## src/rtl/prog_ram_pkg.sv

```systemverilog
// prog_ram_pkg: shared types and constants for the program/data RAM.
// Holds the FSM state enum, default widths, the HALT fill word and the
// default boot image, which is exposed through image_word().
package prog_ram_pkg;

    localparam int unsigned DEF_ADDR_W   = 4;
    localparam int unsigned DEF_DATA_W   = 8;
    localparam int unsigned DEF_BOOT_LEN = 10;
    localparam int unsigned IMAGE_LEN    = 10;

    // HALT opcode with a zero operand.
    localparam logic [7:0] DEF_FILL_WORD = 8'hB0;

    typedef enum logic {
        INIT = 1'b0,
        RUN  = 1'b1
    } state_t;

    // Default program image; indices outside the image return the fill word.
    function automatic logic [7:0] image_word(input int unsigned idx);
        logic [7:0] w_word;
        case (idx)
            0:       w_word = 8'h08;
            1:       w_word = 8'h08;
            2:       w_word = 8'h19;
            3:       w_word = 8'h20;
            4:       w_word = 8'h10;
            5:       w_word = 8'h70;
            6:       w_word = 8'h00;
            7:       w_word = 8'h14;
            8:       w_word = 8'h04;
            9:       w_word = 8'hB3;
            default: w_word = DEF_FILL_WORD;
        endcase
        return w_word;
    endfunction

endpackage

```

## src/rtl/prog_ram_if.sv

```systemverilog
// prog_ram_if: CPU-side access bus for prog_ram.
// master (CPU/bench) drives addr, rd_en, wr_en, wdata, reload;
// slave (prog_ram) drives rdata, rvalid, busy, err.
interface prog_ram_if
    import prog_ram_pkg::*;
#(
    parameter int unsigned ADDR_W = DEF_ADDR_W,
    parameter int unsigned DATA_W = DEF_DATA_W
) ();

    logic [ADDR_W-1:0] addr;
    logic              rd_en;
    logic              wr_en;
    logic [DATA_W-1:0] wdata;
    logic              reload;
    logic [DATA_W-1:0] rdata;
    logic              rvalid;
    logic              busy;
    logic              err;

    modport master (
        output addr, rd_en, wr_en, wdata, reload,
        input  rdata, rvalid, busy, err
    );

    modport slave (
        input  addr, rd_en, wr_en, wdata, reload,
        output rdata, rvalid, busy, err
    );

endinterface

```

## src/rtl/prog_ram_boot_rom.sv

```systemverilog
// prog_ram_boot_rom: combinational boot-copy pointer -> image word lookup.
// Ports:
//   i_ptr    in  ADDR_W  copy pointer
//   o_word_c out DATA_W  image word for i_ptr, or FILL_WORD past BOOT_LEN
module prog_ram_boot_rom
    import prog_ram_pkg::*;
#(
    parameter int unsigned        ADDR_W    = DEF_ADDR_W,
    parameter int unsigned        DATA_W    = DEF_DATA_W,
    parameter int unsigned        BOOT_LEN  = DEF_BOOT_LEN,
    parameter logic [DATA_W-1:0]  FILL_WORD = DATA_W'(DEF_FILL_WORD)
) (
    input  logic [ADDR_W-1:0] i_ptr,
    output logic [DATA_W-1:0] o_word_c
);

    logic [31:0] w_idx;

    assign w_idx = 32'(i_ptr);

    // Image words beyond the table length are treated as fill as well.
    always_comb begin
        o_word_c = FILL_WORD;
        if ((w_idx < BOOT_LEN) && (w_idx < IMAGE_LEN)) begin
            o_word_c = DATA_W'(image_word(w_idx));
        end
    end

endmodule

```

## src/rtl/prog_ram.sv

```systemverilog
// prog_ram: synchronous program/data RAM with a boot-copy FSM.
// After reset (or a reload pulse in RUN) the FSM copies the boot image into
// all DEPTH words, one per clock, holding busy high. CPU accesses are only
// honoured in RUN; accesses while copying are dropped and flag err.
// Ports:
//   clk    in   rising-edge clock
//   rst_n  in   asynchronous active-low reset
//   bus    slave prog_ram_if: addr/rd_en/wr_en/wdata/reload in,
//               rdata/rvalid/busy/err out (all registered)
// Build option: PROG_RAM_WRITE_THROUGH_EN selects write-first read data for
// simultaneous rd_en+wr_en; default is read-first (old contents).
module prog_ram
    import prog_ram_pkg::*;
#(
    parameter int unsigned        ADDR_W    = DEF_ADDR_W,
    parameter int unsigned        DATA_W    = DEF_DATA_W,
    parameter int unsigned        BOOT_LEN  = DEF_BOOT_LEN,
    parameter logic [DATA_W-1:0]  FILL_WORD = DATA_W'(DEF_FILL_WORD)
) (
    input  logic       clk,
    input  logic       rst_n,
    prog_ram_if.slave  bus
);

    localparam int unsigned       DEPTH    = 1 << ADDR_W;
    localparam logic [ADDR_W-1:0] LAST_PTR = ADDR_W'(DEPTH - 1);

    state_t            r_state;
    state_t            w_state_nxt;
    logic [ADDR_W-1:0] r_ptr;
    logic [ADDR_W-1:0] w_ptr_nxt;
    logic              r_busy;
    logic              w_busy_nxt;
    logic [DATA_W-1:0] r_rdata;
    logic [DATA_W-1:0] w_rdata_nxt;
    logic              r_rvalid;
    logic              w_rvalid_nxt;
    logic              r_err;
    logic              w_err_nxt;

    logic [DATA_W-1:0] r_mem [DEPTH];
    logic              w_mem_we;
    logic [ADDR_W-1:0] w_mem_addr;
    logic [DATA_W-1:0] w_mem_wdata;

    logic [DATA_W-1:0] w_boot_word;
    logic              w_access;

    prog_ram_boot_rom #(
        .ADDR_W    (ADDR_W),
        .DATA_W    (DATA_W),
        .BOOT_LEN  (BOOT_LEN),
        .FILL_WORD (FILL_WORD)
    ) u_boot_rom (
        .i_ptr    (r_ptr),
        .o_word_c (w_boot_word)
    );

    assign w_access = bus.rd_en | bus.wr_en;

    // Next-state, memory port steering and registered output values.
    always_comb begin
        w_state_nxt  = r_state;
        w_ptr_nxt    = r_ptr;
        w_busy_nxt   = r_busy;
        w_rdata_nxt  = r_rdata;
        w_rvalid_nxt = 1'b0;
        w_err_nxt    = 1'b0;
        w_mem_we     = 1'b0;
        w_mem_addr   = bus.addr;
        w_mem_wdata  = bus.wdata;

        case (r_state)
            INIT: begin
                // Copy one image word per clock; CPU access and reload ignored.
                w_mem_we    = 1'b1;
                w_mem_addr  = r_ptr;
                w_mem_wdata = w_boot_word;
                w_ptr_nxt   = r_ptr + 1'b1;
                w_err_nxt   = w_access;
                if (r_ptr == LAST_PTR) begin
                    w_state_nxt = RUN;
                    w_busy_nxt  = 1'b0;
                end
            end
            RUN: begin
                if (bus.reload) begin
                    // Reload wins over any access issued in the same cycle.
                    w_state_nxt = INIT;
                    w_ptr_nxt   = '0;
                    w_busy_nxt  = 1'b1;
                    w_err_nxt   = w_access;
                end else begin
                    w_mem_we = bus.wr_en;
                    if (bus.rd_en) begin
                        w_rvalid_nxt = 1'b1;
`ifdef PROG_RAM_WRITE_THROUGH_EN
                        w_rdata_nxt  = bus.wr_en ? bus.wdata : r_mem[bus.addr];
`else
                        w_rdata_nxt  = r_mem[bus.addr];
`endif
                    end
                end
            end
            default: begin
                w_state_nxt = INIT;
                w_ptr_nxt   = '0;
                w_busy_nxt  = 1'b1;
            end
        endcase
    end

    // State and output registers.
    always_ff @(posedge clk or negedge rst_n) begin
        if (!rst_n) begin
            r_state  <= INIT;
            r_ptr    <= '0;
            r_busy   <= 1'b1;
            r_rdata  <= '0;
            r_rvalid <= 1'b0;
            r_err    <= 1'b0;
        end else begin
            r_state  <= w_state_nxt;
            r_ptr    <= w_ptr_nxt;
            r_busy   <= w_busy_nxt;
            r_rdata  <= w_rdata_nxt;
            r_rvalid <= w_rvalid_nxt;
            r_err    <= w_err_nxt;
        end
    end

    // Storage array; contents survive reset.
    always_ff @(posedge clk) begin
        if (w_mem_we) begin
            r_mem[w_mem_addr] <= w_mem_wdata;
        end
    end

    assign bus.rdata  = r_rdata;
    assign bus.rvalid = r_rvalid;
    assign bus.busy   = r_busy;
    assign bus.err    = r_err;

endmodule

```

## src/flat_wrapper.sv

```systemverilog
// flat-port wrapper written by rule: the top's interface ports become plain ports
module prog_ram_flat import prog_ram_pkg::*;
#(
    parameter int unsigned        ADDR_W    = DEF_ADDR_W,
    parameter int unsigned        DATA_W    = DEF_DATA_W,
    parameter int unsigned        BOOT_LEN  = DEF_BOOT_LEN,
    parameter logic [DATA_W-1:0]  FILL_WORD = DATA_W'(DEF_FILL_WORD)
)
  (clk, rst_n, bus_addr, bus_rd_en, bus_wr_en, bus_wdata, bus_reload, bus_rdata, bus_rvalid, bus_busy, bus_err);
  prog_ram_if #(.ADDR_W(ADDR_W), .DATA_W(DATA_W)) bus_i ();
  input  logic clk;
  input  logic rst_n;
  input wire logic [$bits(bus_i.addr)-1:0] bus_addr;
  input wire logic [$bits(bus_i.rd_en)-1:0] bus_rd_en;
  input wire logic [$bits(bus_i.wr_en)-1:0] bus_wr_en;
  input wire logic [$bits(bus_i.wdata)-1:0] bus_wdata;
  input wire logic [$bits(bus_i.reload)-1:0] bus_reload;
  output wire logic [$bits(bus_i.rdata)-1:0] bus_rdata;
  output wire logic [$bits(bus_i.rvalid)-1:0] bus_rvalid;
  output wire logic [$bits(bus_i.busy)-1:0] bus_busy;
  output wire logic [$bits(bus_i.err)-1:0] bus_err;
  assign bus_i.addr = bus_addr;
  assign bus_i.rd_en = bus_rd_en;
  assign bus_i.wr_en = bus_wr_en;
  assign bus_i.wdata = bus_wdata;
  assign bus_i.reload = bus_reload;
  assign bus_rdata = bus_i.rdata;
  assign bus_rvalid = bus_i.rvalid;
  assign bus_busy = bus_i.busy;
  assign bus_err = bus_i.err;
  prog_ram #(.ADDR_W(ADDR_W), .DATA_W(DATA_W), .BOOT_LEN(BOOT_LEN), .FILL_WORD(FILL_WORD)) u_core (.clk(clk), .rst_n(rst_n), .bus(bus_i));
endmodule
```

## config.mk

```make
export PLATFORM = sky130hd
export DESIGN_NAME = prog_ram_flat
export DESIGN_NICKNAME = d
export VERILOG_FILES = /design/src/rtl/prog_ram_pkg.sv /design/src/rtl/prog_ram_if.sv /design/src/rtl/prog_ram_boot_rom.sv /design/src/rtl/prog_ram.sv /design/src/flat_wrapper.sv
export SDC_FILE = /design/constraint.sdc
export NUM_CORES = 1
export LEC_CHECK = 0
export CORE_MARGIN = 2
export CORE_UTILIZATION = 50
export CTS_CLUSTER_SIZE = 40
export DETAILED_ROUTE_END_ITERATION = 6
export PLACE_DENSITY = 0.69
export SLEW_MARGIN = 20
export SYNTH_ARGS = -nofsm -noshare
export SYNTH_HDL_FRONTEND = slang
export SYNTH_SLANG_ARGS = --single-unit
```

## constraint.sdc

```tcl
create_clock -name clk -period 6.1 [get_ports clk]
set_input_delay 1.525 -clock clk [delete_from_list [all_inputs] [get_ports clk]]
set_output_delay 1.525 -clock clk [all_outputs]
set_load 0.02 [all_outputs]
```

# Word level (Yosys, flattened, before mapping)
# Memories as Yosys holds them, arrays and structs flattened. A register that Yosys moved wholly into a read port is not among the register bits.
# Cells that the tools add are included.
# W data, S select, Z words.
# op_classes
reduce_logical,3
muxes,20
magnitude_cmp,1
n_addsub,1
eq_ne,3
n_bitwise,3
# ops
op,count
$mux W8,2
$mux W1,11
$mux W4,2
$pmux W1 S2,4
$pmux W4 S2,1
$add A4 B1 Y4 const B,1
$eq A4 B4 Y1 const B,1
$lt A4 B4 Y1 const B,1
$reduce_and A3 Y1,1
$ne A2 B1 Y1 const B,1
$ne A2 B2 Y1 const B,1
$not A1 Y1,2
$reduce_and A2 Y1,1
$logic_not A1 Y1,1
$or A1 B1 Y1,1
# totals
mem_count,2
rom_bits,128
mem_bits_rw,128
regBits,8
output_inout_bits,11
# memory_table
memory,depth,width,rd,rd_clocked_by_memory_dff,wr,line_no,rtl
(name not given),16,8,1,0,0,prog_ram_pkg.sv:22,case (idx)
u_core.r_mem,16,8,1,1,1,prog_ram.sv:41,logic [DATA_W-1:0] r_mem [DEPTH];

# Logic depth before layout (Yosys ltp)
# logic_depth
word_depth,4
ltp_mapped,7

# Modules after synthesis
# From an unflattened synthesis, not the netlist that was laid out.
# hier_totals
cells_unflattened,338
area_unflattened_um2,5989.5
# by_module_without_submodules
mod,area_each_um2,cells_each,instances,seq_area_each_um2
prog_ram,5830.6,317,1,4245.3
prog_ram_boot_rom,158.9,21,1,0.0

# Least setup slack after synthesis
# Ideal clock, no wire load.
# synth_path
path_kind,input port to flip-flop
startpoint,input bus_addr[2]
endpoint,"memory u_core.r_mem[7][0] in the netlist's numbering, enable pin"
path_buffers,3
path_slack_ns,2.871
setup_ns,0.370
path_stages,7
arrival_time_ns,2.859
path_cell_list,buf_2 -> buf_2 -> buf_2 -> nand2_1 -> o21ai_0 -> nand2_1 -> nor2_1
# synth_between
elab_chain_len,1
# synth_rtl
element,line_no,rtl
"start, declared",flat_wrapper.sv:13,input wire logic [$bits(bus_i.addr)-1:0] bus_addr;
$mux W4,prog_ram.sv:73,case (r_state)
"end, declared",prog_ram.sv:41,
# No other way between the ends.

# Worst setup path after layout
# layout_path
startpoint,input bus_addr[2]
endpoint,"memory u_core.r_mem[15][0] in the netlist's numbering, enable pin"
# The elaborated chain is that of the path after synthesis.

==> results.cfg <==
[layout]
area_growth_pct = 17.0
fin_cells = 521
drive_gt1_frac = 0.201
diodes = 0
final_net_count = 390
fill_cells = 803
post-route-util = 0.601

[logic_synthesis]
yosysTopAreaCell = edfxtp_1
ys_async_sr_fraction = 0.111
syn-num-nets = 354
ys_seq_area_frac = 0.721
synth_area_um2 = 5890
netlist.area_leader.share = 0.653
synthTopCellsByArea = edfxtp_1 (65%), mux4_2 (11%), dfrtp_1 (6.4%)
synth-main-ff-cell = edfxtp_1
syn_avg_cell_area_um2 = 17.9
synth_edf_count = 128
synthCells = 329
synthDistinctLibCells = 36
synth_warnings = 0
synth-seq-cells = 144

[outcome]
outcome = completed

[worst_hold_path]
hold_class = flop to flop
worstHoldPathCells = 2
holdCritStartpoint = u_core.bus.busy$_DFFE_PN1P_
min_to = u_core.bus.busy$_DFFE_PN1P_

[clock_tree]
cts.hold.buffers_added = 0
cts-root-buf = clkbuf_16
numCtsBuffers = 17
clkTransAtPathRegs_ns = 0.06
clock_sinks = 144
htree_num_levels = 4
post_cts_buffers = 0
cts.path.max_buffers = 2
worstSkewPairLatency_ns = 0.41
cts_resized = 0
cts_tree = done

[sta]
skew_ns = 0.00903
setup-violations-final = 0
hold_viol = 0
fmax_mhz = 267
rsz0062_at_grt = false
slew_headroom = 0.314
timing.final.crit_period_ns = 3.74
fin_crit_sh = 0.613
fin_tns_setup_ns = 0
slew_violations = 0
worst_pin_slew_ns = 1.03

[power_and_ir_drop]
p_seq_frac = 0.466
p_per_area_nw_per_um2 = 518
power_frac_clock = 0.288
cellInternalPower_w = 0.00247
vdd_drop_max_v = 0.000418
power.switching_w = 0.00110
p_comb_frac = 0.246
power.leakage_nw = 2.38
swShare = 0.308

[setup_path]
worstSetupPathType = input port to flop
cpMostUsedCell = nand2_1
cp-end-kind = flop
path_delay_family = buffers and inverters
start_kind = input port
critPathArrivalTime_ns = 3.78
cp_cell_sequence = clkdlybuf4s50_1 -> nand2_1 -> o21ai_0 -> nand2_1 -> nor2_1
slowest_stage = clkdlybuf4s50_1
r2r_slack_ns = 3.19
crit_buf_inv = 1
reg2reg_depth = 4
r2r_end = u_core.r_mem[15][0]$_DFFE_PP_
r2r-start = u_core.r_state$_DFF_PN0_
required_ns = 6.14
critical_path.max_fanout = 19
max_stage_delay_ns = 1.08

[drt]
drt_pass1_iterations = 5
drt-total-wl_mm = 12.4
drtIter0Drc = 414
routed_via_density = 6.03
drc = 0
vias = 3140
postRouteAntennaNets = 0
wire_per_inst_um = 23.7

[placed_design]
hpwl_mm = 8.02
io_buffers = 27
gp_congestion = 0.824
placedCellCount = 489

[floorplanning]
die_area_um2 = 12700
core_um2 = 11500
die_w_um = 113
initial_core_util = 0.514
rows = 39
io_pins = 28
dieHeight_um = 113

[grt]
grtUsageTotal = 0.208
grt_overflow = 0
grt_max_degree = 39
grt_pass1_vias = 3080
antenna_found_initial = 0
grt_pass1_wl_mm = 18.8

[job]
drv_cap = 0
worst register-to-register path, cell delays in order, from the launching register on:
cell     delay, ns
dfrtp_1       1.02
nor2b_1       0.45
a31o_2        0.26
nand2_1       0.11
nor2_1        0.69
cells by family after synthesis:
group           after synthesis  share of synthesized area
flops                       144                      0.721
simple gates                 61                     0.0452
mux                          48                      0.145
compound gates               43                     0.0527
buf+inv                      25                     0.0198
fa+ha+maj                     8                     0.0170
layout by cell type, fill, tap and decap left out, types with 2 or more instances in the layout:
cell type	count
clkdlybuf4s50_1	26
nor2b_1	7
a21oi_1	3
nand2_1	14
dfrtp_1	15
ha_1	8
clkbuf_1	2
nor2_1	32
mux4_2	29
nand3b_1	3
mux2i_1	12
a31o_2	3
clkinv_2	3
inv_1	9
clkinvlp_4	2
clkbuf_16	17
o21ai_0	9
edfxtp_1	128
a22oi_1	6
o22ai_1	2
a221o_1	6
mux2_2	7
inv_6	3
nand3_1	2
bufinv_16	3
a31oi_1	4
buf_4	7
flip-flops by register name, indices dropped and copies added, names as in the netlist:
register / flops
u_core.bus.err: 1
u_core.r_state: 1
u_core.r_mem: 128
u_core.bus.rvalid: 1
u_core.bus.busy: 1
u_core.r_ptr: 4
u_core.bus.rdata: 8
area by class of cell:
cell class	instances	area, µm²	area share
clock buffer	19	433	0.0628
inverter	9	33.8	0.00490
tap	143	179	0.0260
clock inverter	13	159	0.0231
timing repair buffer	33	313	0.0454
sequential	144	4250	0.616
multi-input combinational	160	1530	0.222
layer usage:
layer  GRT usage  wire (µm)
met5           0          0
met4      0.0837        242
met3      0.0594       1000
met2       0.287       5480
met1       0.313       5640
synth_stat cells (2+ instances only):
library cell    n
buf_6           2
nor2_1         32
nand2_1        14
edfxtp_1      128
o21ai_0         9
mux2i_1        12
a221o_1         6
clkbuf_1        8
nand3_1         2
inv_1           9
nor2b_1         7
a31o_2          3
buf_2           6
dfrtp_1        15
nand3b_1        3
o22ai_1         2
mux4_2         29
mux2_2          7
a22oi_1         6
a31oi_1         4
ha_1            8
a21oi_1         3
how the worst max path moves through the flow:
stage / slack (ns) / start / endpoint / cells past startpoint
global placement: 1.97 / bus_addr[2] / u_core.bus.rdata[7]$_DFFE_PN0P_ / 5
CTS: 2.39 / bus_addr[2] / u_core.r_mem[15][0]$_DFFE_PP_ / 5
global route: 2.17 / bus_addr[2] / u_core.r_mem[15][0]$_DFFE_PP_ / 5
detailed placement: 1.96 / bus_addr[2] / u_core.bus.rdata[7]$_DFFE_PN0P_ / 5
finish: 2.36 / bus_addr[2] / u_core.r_mem[15][0]$_DFFE_PP_ / 5
floorplan: 2.87 / bus_addr[2] / u_core.r_mem[7][0]$_DFFE_PP_ / 7
per-stage QoR:
| step | power [W] | instance area, µm² | hold slack (ns) | worst slack (ns) |
|---|---|---|---|---|
| after floorplan | 0.00216 | 5890 | 0.546 | 2.87 |
| after global placement | 0.00254 | 6300 | 0.510 | 1.97 |
| after detailed placement | 0.00256 | 6300 | 0.521 | 1.96 |
| after CTS | 0.00359 | 6890 | 0.527 | 2.39 |
| after global routing | 0.00373 | 6890 | 0.579 | 2.17 |
| final | 0.00357 | 6890 | 0.528 | 2.36 |
power by group through the flow:
| stage | sequential (W) | combinational [W] | clock, W |
|---|---|---|---|
| after floorplan | 0.00164 | 0.000517 | 0 |
| after global placement | 0.00168 | 0.000865 | 0 |
| after detailed placement | 0.00168 | 0.000877 | 0 |
| after CTS | 0.00166 | 0.000883 | 0.00104 |
| after global routing | 0.00169 | 0.000959 | 0.00108 |
| final | 0.00167 | 0.000877 | 0.00103 |
No activity file was read; power rests on OpenSTA's default activity.
